===== config.mk =====
export PLATFORM = sky130hd
export DESIGN_NAME = regfile_wb_sink
export DESIGN_NICKNAME = d
export VERILOG_FILES = /design/src/rtl/regfile_wb_sink.sv
export SDC_FILE = /design/constraint.sdc
export NUM_CORES = 2
export LEC_CHECK = 0
export ABC_CLOCK_PERIOD_IN_PS = 2300
export BUFFER_PORTS_ARGS = -buffer_cell sky130_fd_sc_hd__buf_2
export CORE_AREA = 2 2 337 422
export DETAILED_ROUTE_END_ITERATION = 16
export DIE_AREA = 0 0 339 424
export GPL_ROUTABILITY_DRIVEN = 0
export PLACE_DENSITY = 0.67
export SLEW_MARGIN = 20
export SYNTH_ARGS = -nofsm -noshare
export SYNTH_HDL_FRONTEND = slang
export SYNTH_SLANG_ARGS = --single-unit

===== constraint.sdc =====
create_clock -name clk -period 2.3 [get_ports clk]
set_clock_uncertainty 0.05 [all_clocks]
set_input_delay 0.345 -clock clk [delete_from_list [all_inputs] [get_ports clk]]
set_output_delay 0.345 -clock clk [all_outputs]
set_load 0.02 [all_outputs]

===== src/rtl/regfile_wb_sink.sv =====
// regfile_wb_sink: register file with write-back sink, registered reads and per-register busy scoreboard (optional same-cycle bypass via REGFILE_BYPASS_EN)
module regfile_wb_sink #(
  parameter int REGS  = 32,
  parameter int WIDTH = 32
) (
  input  logic             clk,
  input  logic             reset,
  input  logic [WIDTH-1:0] regs_data_in,
  input  logic [7:0]       regs_wr_id_in,
  input  logic             regs_write_in,
  input  logic [7:0]       rs1_id_in,
  input  logic [7:0]       rs2_id_in,
  output logic [WIDTH-1:0] rs1_data_out,
  output logic [WIDTH-1:0] rs2_data_out,
  input  logic             issue_in,
  input  logic [7:0]       issue_rd_in,
  output logic             hazard_out
);
  localparam int AW = (REGS > 1) ? $clog2(REGS) : 1;
  localparam logic [8:0] REGS9 = 9'(REGS);
  logic [WIDTH-1:0] regs_q [REGS];
  logic [WIDTH-1:0] regs_d [REGS];
  logic [REGS-1:0]  busy_q, busy_d;
  logic [WIDTH-1:0] rs1_q, rs1_d, rs2_q, rs2_d;
  logic             wr_ok, iss_ok, rs1_ok, rs2_ok, rs1_fwd, rs2_fwd;
  assign wr_ok   = regs_write_in && regs_wr_id_in != 8'd0 && {1'b0, regs_wr_id_in} < REGS9;
  assign iss_ok  = issue_in && issue_rd_in != 8'd0 && {1'b0, issue_rd_in} < REGS9;
  assign rs1_ok  = rs1_id_in != 8'd0 && {1'b0, rs1_id_in} < REGS9;
  assign rs2_ok  = rs2_id_in != 8'd0 && {1'b0, rs2_id_in} < REGS9;
`ifdef REGFILE_BYPASS_EN
  assign rs1_fwd = wr_ok && regs_wr_id_in == rs1_id_in;
  assign rs2_fwd = wr_ok && regs_wr_id_in == rs2_id_in;
`else
  assign rs1_fwd = 1'b0;
  assign rs2_fwd = 1'b0;
`endif
  assign rs1_data_out = rs1_q;
  assign rs2_data_out = rs2_q;
  // a source is hazardous while busy, unless the bypass delivers its value this cycle
  always_comb begin
    hazard_out = (rs1_ok && busy_q[rs1_id_in[AW-1:0]] && !rs1_fwd) ||
                 (rs2_ok && busy_q[rs2_id_in[AW-1:0]] && !rs2_fwd);
  end
  // next register contents and read data; register 0 is pinned to zero
  always_comb begin
    regs_d = regs_q;
    if (wr_ok) regs_d[regs_wr_id_in[AW-1:0]] = regs_data_in;
    regs_d[0] = '0;
    rs1_d = !rs1_ok ? '0 : rs1_fwd ? regs_data_in : regs_q[rs1_id_in[AW-1:0]];
    rs2_d = !rs2_ok ? '0 : rs2_fwd ? regs_data_in : regs_q[rs2_id_in[AW-1:0]];
  end
  // busy bits: an issue sets (wins over a same-cycle write-back), a committed write clears
  always_comb begin
    busy_d = busy_q;
    if (wr_ok) busy_d[regs_wr_id_in[AW-1:0]] = 1'b0;
    if (iss_ok) busy_d[issue_rd_in[AW-1:0]] = 1'b1;
    busy_d[0] = 1'b0;
  end
  // state update with synchronous active-low reset
  always_ff @(posedge clk) begin
    if (!reset) begin
      for (int i = 0; i < REGS; i++) regs_q[i] <= '0;
      busy_q <= '0;
      rs1_q  <= '0;
      rs2_q  <= '0;
    end else begin
      for (int i = 0; i < REGS; i++) regs_q[i] <= regs_d[i];
      busy_q <= busy_d;
      rs1_q  <= rs1_d;
      rs2_q  <= rs2_d;
    end
  end
endmodule

### Word-level counts from Yosys, hierarchy flattened

Index checks and enable logic that the tools add are counted.

* register bits after elaboration: 1088
* bits of input ports: 68
* output and inout bits: 65

* $lt $le $gt $ge: 14
* multiplexer cells: 19
* bitwise logic cells: 6
* reductions and logical operators: 18

Operators by type and width (count)
* bitwise mux 1024 bit: 1
* binary-select mux 32 bit (select 5 bit): 2
* two-way mux 32 bit: 7
* demux 32 bit (select 5 bit): 1
* AND 32 bit: 1
* less-than comparator 8 x 6 -> 1 bit (second input constant): 4
* inverter 32 bit: 1
* OR 32 bit: 1
* nonzero test 8 bit: 4
* less-than comparator 5 x 6 -> 1 bit (second input constant): 4
* >= comparator 6 bit (second input constant): 3
* inverter 5 -> 6 bit: 3
* logical AND 1 bit: 11
* binary-select mux 1 bit (select 5 bit): 2
* demux 1 bit (select 5 bit): 2
* >= comparator 5 x 1 -> 1 bit (second input constant): 2
* less-than comparator 6 x 1 -> 1 bit (second input constant): 1
* two-way mux 1 bit: 4
* AND reduction 2 bit: 2
* logical OR 1 bit: 1

### Longest topological paths before layout

* depth after elaboration: 9
* depth in mapped cells: 10
* gate-level depth less buffers: 5

### Worst setup path before layout

Ideal clock, no wire load.

* kind: input to output
* from: in rs2_id_in[0]
* to: out hazard_out
* data arrival time: 2.088 ns
* required time: 1.905 ns
* slack: -0.183 ns
* stages on the path: 8
* path buffers: 4
* path through: buf_2 buf_4 buf_4 buf_2 mux4_2 nand2_1 nand3_1 a32o_1

* longest elaborated chain between the ends: 4
* elaborated cells on any way between the ends: 7
* those cells by class: order compare (1); mux (2); reduce/logical (4)

Ends and longest elaborated chain
* start: declaration: RTL line 12 `input logic [7:0] rs2_id_in,`
* less-than comparator 8 x 6 -> 1 bit (tied with other cells): RTL line 29 `assign rs2_ok = rs2_id_in != 8'd0 && {1'b0, rs2_id_in} < REGS9;`
* logical AND 1 bit / two-way mux 1 bit (equally long branches): RTL line 29, 42
* logical AND 1 bit *: RTL line 42 `(rs2_ok && busy_q[rs2_id_in[AW-1:0]] && !rs2_fwd);`
* logical OR 1 bit *: RTL line 41 `hazard_out = (rs1_ok && busy_q[rs1_id_in[AW-1:0]] && !rs1_fwd) ||`
* end: declaration: RTL line 17 `output logic hazard_out`

Mark *: on every way between the ends. The rest lies on a longest branch, timed or not. The select of a mux whose other input is x is not followed.

### Final worst setup path

* from: reg busy_q[26]
* to: out hazard_out

* longest elaborated chain between the ends: 4
* elaborated cells on any way between the ends: 7
* those cells by class: mux (4); reduce/logical (3)

Ends and longest elaborated chain
* start: declaration: RTL line 23 `logic [REGS-1:0] busy_q, busy_d;`
* start signal: assignment: RTL line 68 `busy_q <= busy_d;`
* binary-select mux 1 bit (select 5 bit) (on tied branches): RTL line 41, 42
* two-way mux 1 bit (on tied branches): RTL line 41, 42
* logical AND 1 bit (on tied branches): RTL line 41, 42
* logical OR 1 bit *: RTL line 41

Marked as above.

==> run_results.csv <==
group,metric,value,unit
setup_path,worstSetupPathType,"register to output port",
grt,overflow,0,
grt,grt_pass1_vias,48500,
timing,min_period,2910,ps
timing,worst_pin_slew,954,ps
setup_path,path_max_fanout,3,
drt,via_per_inst,6.21,
logic_synthesis,synthDistinctLibCells,50,
logic_synthesis,avgSynthCellArea,9.52,sq um
placed_design,hpwl,143,mm
clock_tree,clkTransAtPathRegs,60,ps
drt,vias,49746,
timing,final_max_slew_viol_count,0,
placed_design,port_buffers,132,
drt,postRouteAntennaNets,0,
clock_tree,cts_inserted_buffers,110,
floorplanning,die_area,144000,sq um
placed_design,placed_area,62200,sq um
logic_synthesis,syn_area,56800,sq um
grt,grt_max_degree,217,
flow_run,cap_violations,0,
grt,grt_first_pass_wirelength,325,mm
logic_synthesis,synth-main-ff-cell,"dfxtp_1",
setup_path,cp-end-kind,"output port",
layout,fin_area,66200,sq um
layout,multi_input_area,32300,sq um
clock_tree,clock_path_buffers,3,
setup_path,cpMaxStageDelayCell,"mux4_2",
power_and_ir_drop,vdd_drop_max,0.000642,V
logic_synthesis,seq_area_frac_synth,0.383,
logic_synthesis,syn-num-nets,6041,
drt,firstDrtPassIters,6,
floorplanning,die_y,424,microns
setup_path,worstPathArrival,2510,ps
timing,relSlewSlack,0.364,
floorplanning,chipWidth,339,microns
setup_path,cpPeakStageDelay,460,ps
setup_path,cp.required,1900,ps
drt,drt_iter0_drc,6612,
logic_synthesis,syn_inst,5973,
floorplanning,core,140000,sq um
power_and_ir_drop,power_leakage,22.0,nW
min_path,min_path_type,"input pin to register",
drt,route.detailed.drc,0,
layout,area_delta_synth_final,16.4,%
timing,setup_viol,1,
grt,antenna_found_initial,15,
timing,worst_slack,-606,ps
layout,drive_gt1_frac,0.249,
setup_path,crit_buf_inv,1,
status,violations,"negative setup slack",
layout,fillCellCount,12765,
floorplanning,io_pins,133,
timing,rsz0062_at_grt,"true",
logic_synthesis,ys_warn_count,0,
power_and_ir_drop,powerDensity,631,nW/um^2
layout,regArea,21800,sq um
drt,wl,224,mm
clock_tree,clk_latency,760,ps
setup_path,cp-start-kind,"register",
clock_tree,clock-sinks,1087,
logic_synthesis,synth_seq_cells,1087,
drt,wl_per_cell,27.9,microns
status,status,"complete, but fails checks",
logic_synthesis,synthArstFlopShare,0,
logic_synthesis,synth_edf_count,0,
grt,grt.total_usage,0.303,
setup_path,path_cells,"mux4_2 -> a32o_1 -> o31a_1 -> a32o_2 -> buf_6",
floorplanning,num_rows,154,
layout,nets,6117,
clock_tree,cts_tree,"done",
timing,fmax,344,MHz
timing,hold_violations,0,
layout,final_util,0.473,
clock_tree,htreeDepth,3,
timing,period_share,1.26,
clock_tree,clock-root-buffer,"clkbuf_16",
floorplanning,start_util,0.406,
setup_path,critical_path.top_delay_family,"compound AO/OA/AOI/OAI gates",
==> power by group <==
part | switching, W | total (W) | internal [W]
Clock | 0.00820 | 0.0195 | 0.0113
Combinational | 0.00207 | 0.00337 | 0.00130
Sequential | 0.0000309 | 0.0189 | 0.0189
==> per-stage QoR <==
stage                     hold slack, ps  setup slack [ps]  instances  total power (W)  setup TNS (ps)
after CTS                           75.5              -614       8012           0.0417            -614
after floorplan                      392              3.31       5973           0.0212               0
after global routing                 117              -630       8013           0.0426            -630
after global placement               397             -1400       7802           0.0226          -76380
after detailed placement             406              -966       7802           0.0226          -77100
final                               94.3              -606       8015           0.0418            -606
==> worst min-delay path: stages <==
cell and delay (ps):
buf_2 300, nand2_1 130, a21boi_1 60
==> registers in the layout (all words and copies together), names as in the netlist <==
register      count
rs2_data_out     32
rs1_data_out     32
regs_q          992
busy_q           31
==> area by class of cell <==
| cell class | count | area share |
|---|---|---|
| tap | 1872 | 0.0354 |
| multi-input combinational | 4272 | 0.488 |
| sequential | 1087 | 0.329 |
| inverter | 2 | 0.000113 |
| antenna | 3 | 0.000113 |
| clock inverter | 55 | 0.0120 |
| clock buffer | 148 | 0.0463 |
| timing repair buffer | 576 | 0.0894 |
==> synth_stat cells, types with 4 or more instances <==
cell | count | area (sq um)
a311oi_1 | 6 | 52.6
buf_6 | 39 | 439
dfxtp_1 | 1087 | 21800
nor2b_1 | 66 | 413
a21oi_1 | 26 | 130
and2_1 | 7 | 43.8
mux2_2 | 129 | 1450
or3_1 | 4 | 25.0
a21boi_1 | 139 | 1040
nand3_1 | 4 | 20.0
a22oi_1 | 45 | 338
nor2_4 | 13 | 146
buf_2 | 176 | 881
mux2i_1 | 128 | 1280
o221ai_1 | 53 | 464
a221oi_1 | 65 | 569
a21boi_2 | 103 | 1160
nand2b_1 | 4 | 25.0
a21boi_0 | 750 | 5630
o32ai_1 | 6 | 52.6
nor3_1 | 56 | 280
mux4_2 | 447 | 10100
buf_4 | 67 | 503
buf_1 | 20 | 75.1
a211oi_1 | 39 | 293
nand2_1 | 2046 | 7680
a22o_1 | 19 | 166
a221o_1 | 7 | 70.1
nor2_1 | 66 | 248
clkbuf_1 | 310 | 1160
o2bb2ai_1 | 13 | 114
==> final timing paths <==
check / start / end / slack, ps / depth (start not counted)
min reg2reg: regs_q[303] / regs_q[303] / 410 / 2
max reg2reg: regs_q[607] / rs1_data_out[31] / 80 / 4
min: regs_data_in[27] / regs_q[763] / 90 / 3
max: busy_q[26] / hazard_out / -610 / 5
==> routing by layer <==
layer | share of wire | up-vias | track usage
met5 | 0.00054 | - | 0
met4 | 0.072 | 20 | 0.195
met3 | 0.12 | 889 | 0.0739
met2 | 0.45 | 3335 | 0.474
met1 | 0.37 | 24434 | 0.374
li1 | - | 21068 | -
==> cell usage in the layout (no fill, tap or decap), types with 54 or more instances in the layout <==
| master | Yosys | final |
|---|---|---|
| mux2_2 | 129 | 128 |
| nor3_1 | 56 | 54 |
| buf_12 | 0 | 147 |
| a21boi_1 | 139 | 139 |
| dfxtp_1 | 1087 | 1076 |
| nor2b_1 | 66 | 60 |
| buf_4 | 67 | 298 |
| nand2_1 | 2046 | 2013 |
| mux2i_1 | 128 | 128 |
| buf_2 | 176 | 120 |
| a21boi_0 | 750 | 750 |
| a21boi_2 | 103 | 103 |
| mux4_2 | 447 | 447 |
| a221oi_1 | 65 | 65 |
| clkbuf_16 | 0 | 111 |
==> kinds of logic (layout without fill, tap and decap cells) <==
| family | count (synthesis) | in the layout | synth area share |
|---|---|---|---|
| AND/OR/NAND/NOR | 2290 | 2290 | 0.160 |
| other | 0 | 3 | 0 |
| AO/OA/AOI/OAI | 1278 | 1278 | 0.178 |
| buffers and inverters | 614 | 781 | 0.0540 |
| multiplexers | 704 | 704 | 0.225 |
| flip-flops | 1087 | 1087 | 0.383 |
==> repair_timing <==
| action | in CTS | in global routing |
|---|---|---|
| buffers inserted | 4 | 0 |
| setup endpoints to repair | 16 | 1 |
| gates resized for setup | 15 | 6 |
| hold endpoints to repair | 22 | 0 |
| hold buffers | 3 | 0 |
| pin swaps | 5 | 2 |
No activity file was read; power rests on OpenSTA's default activity.
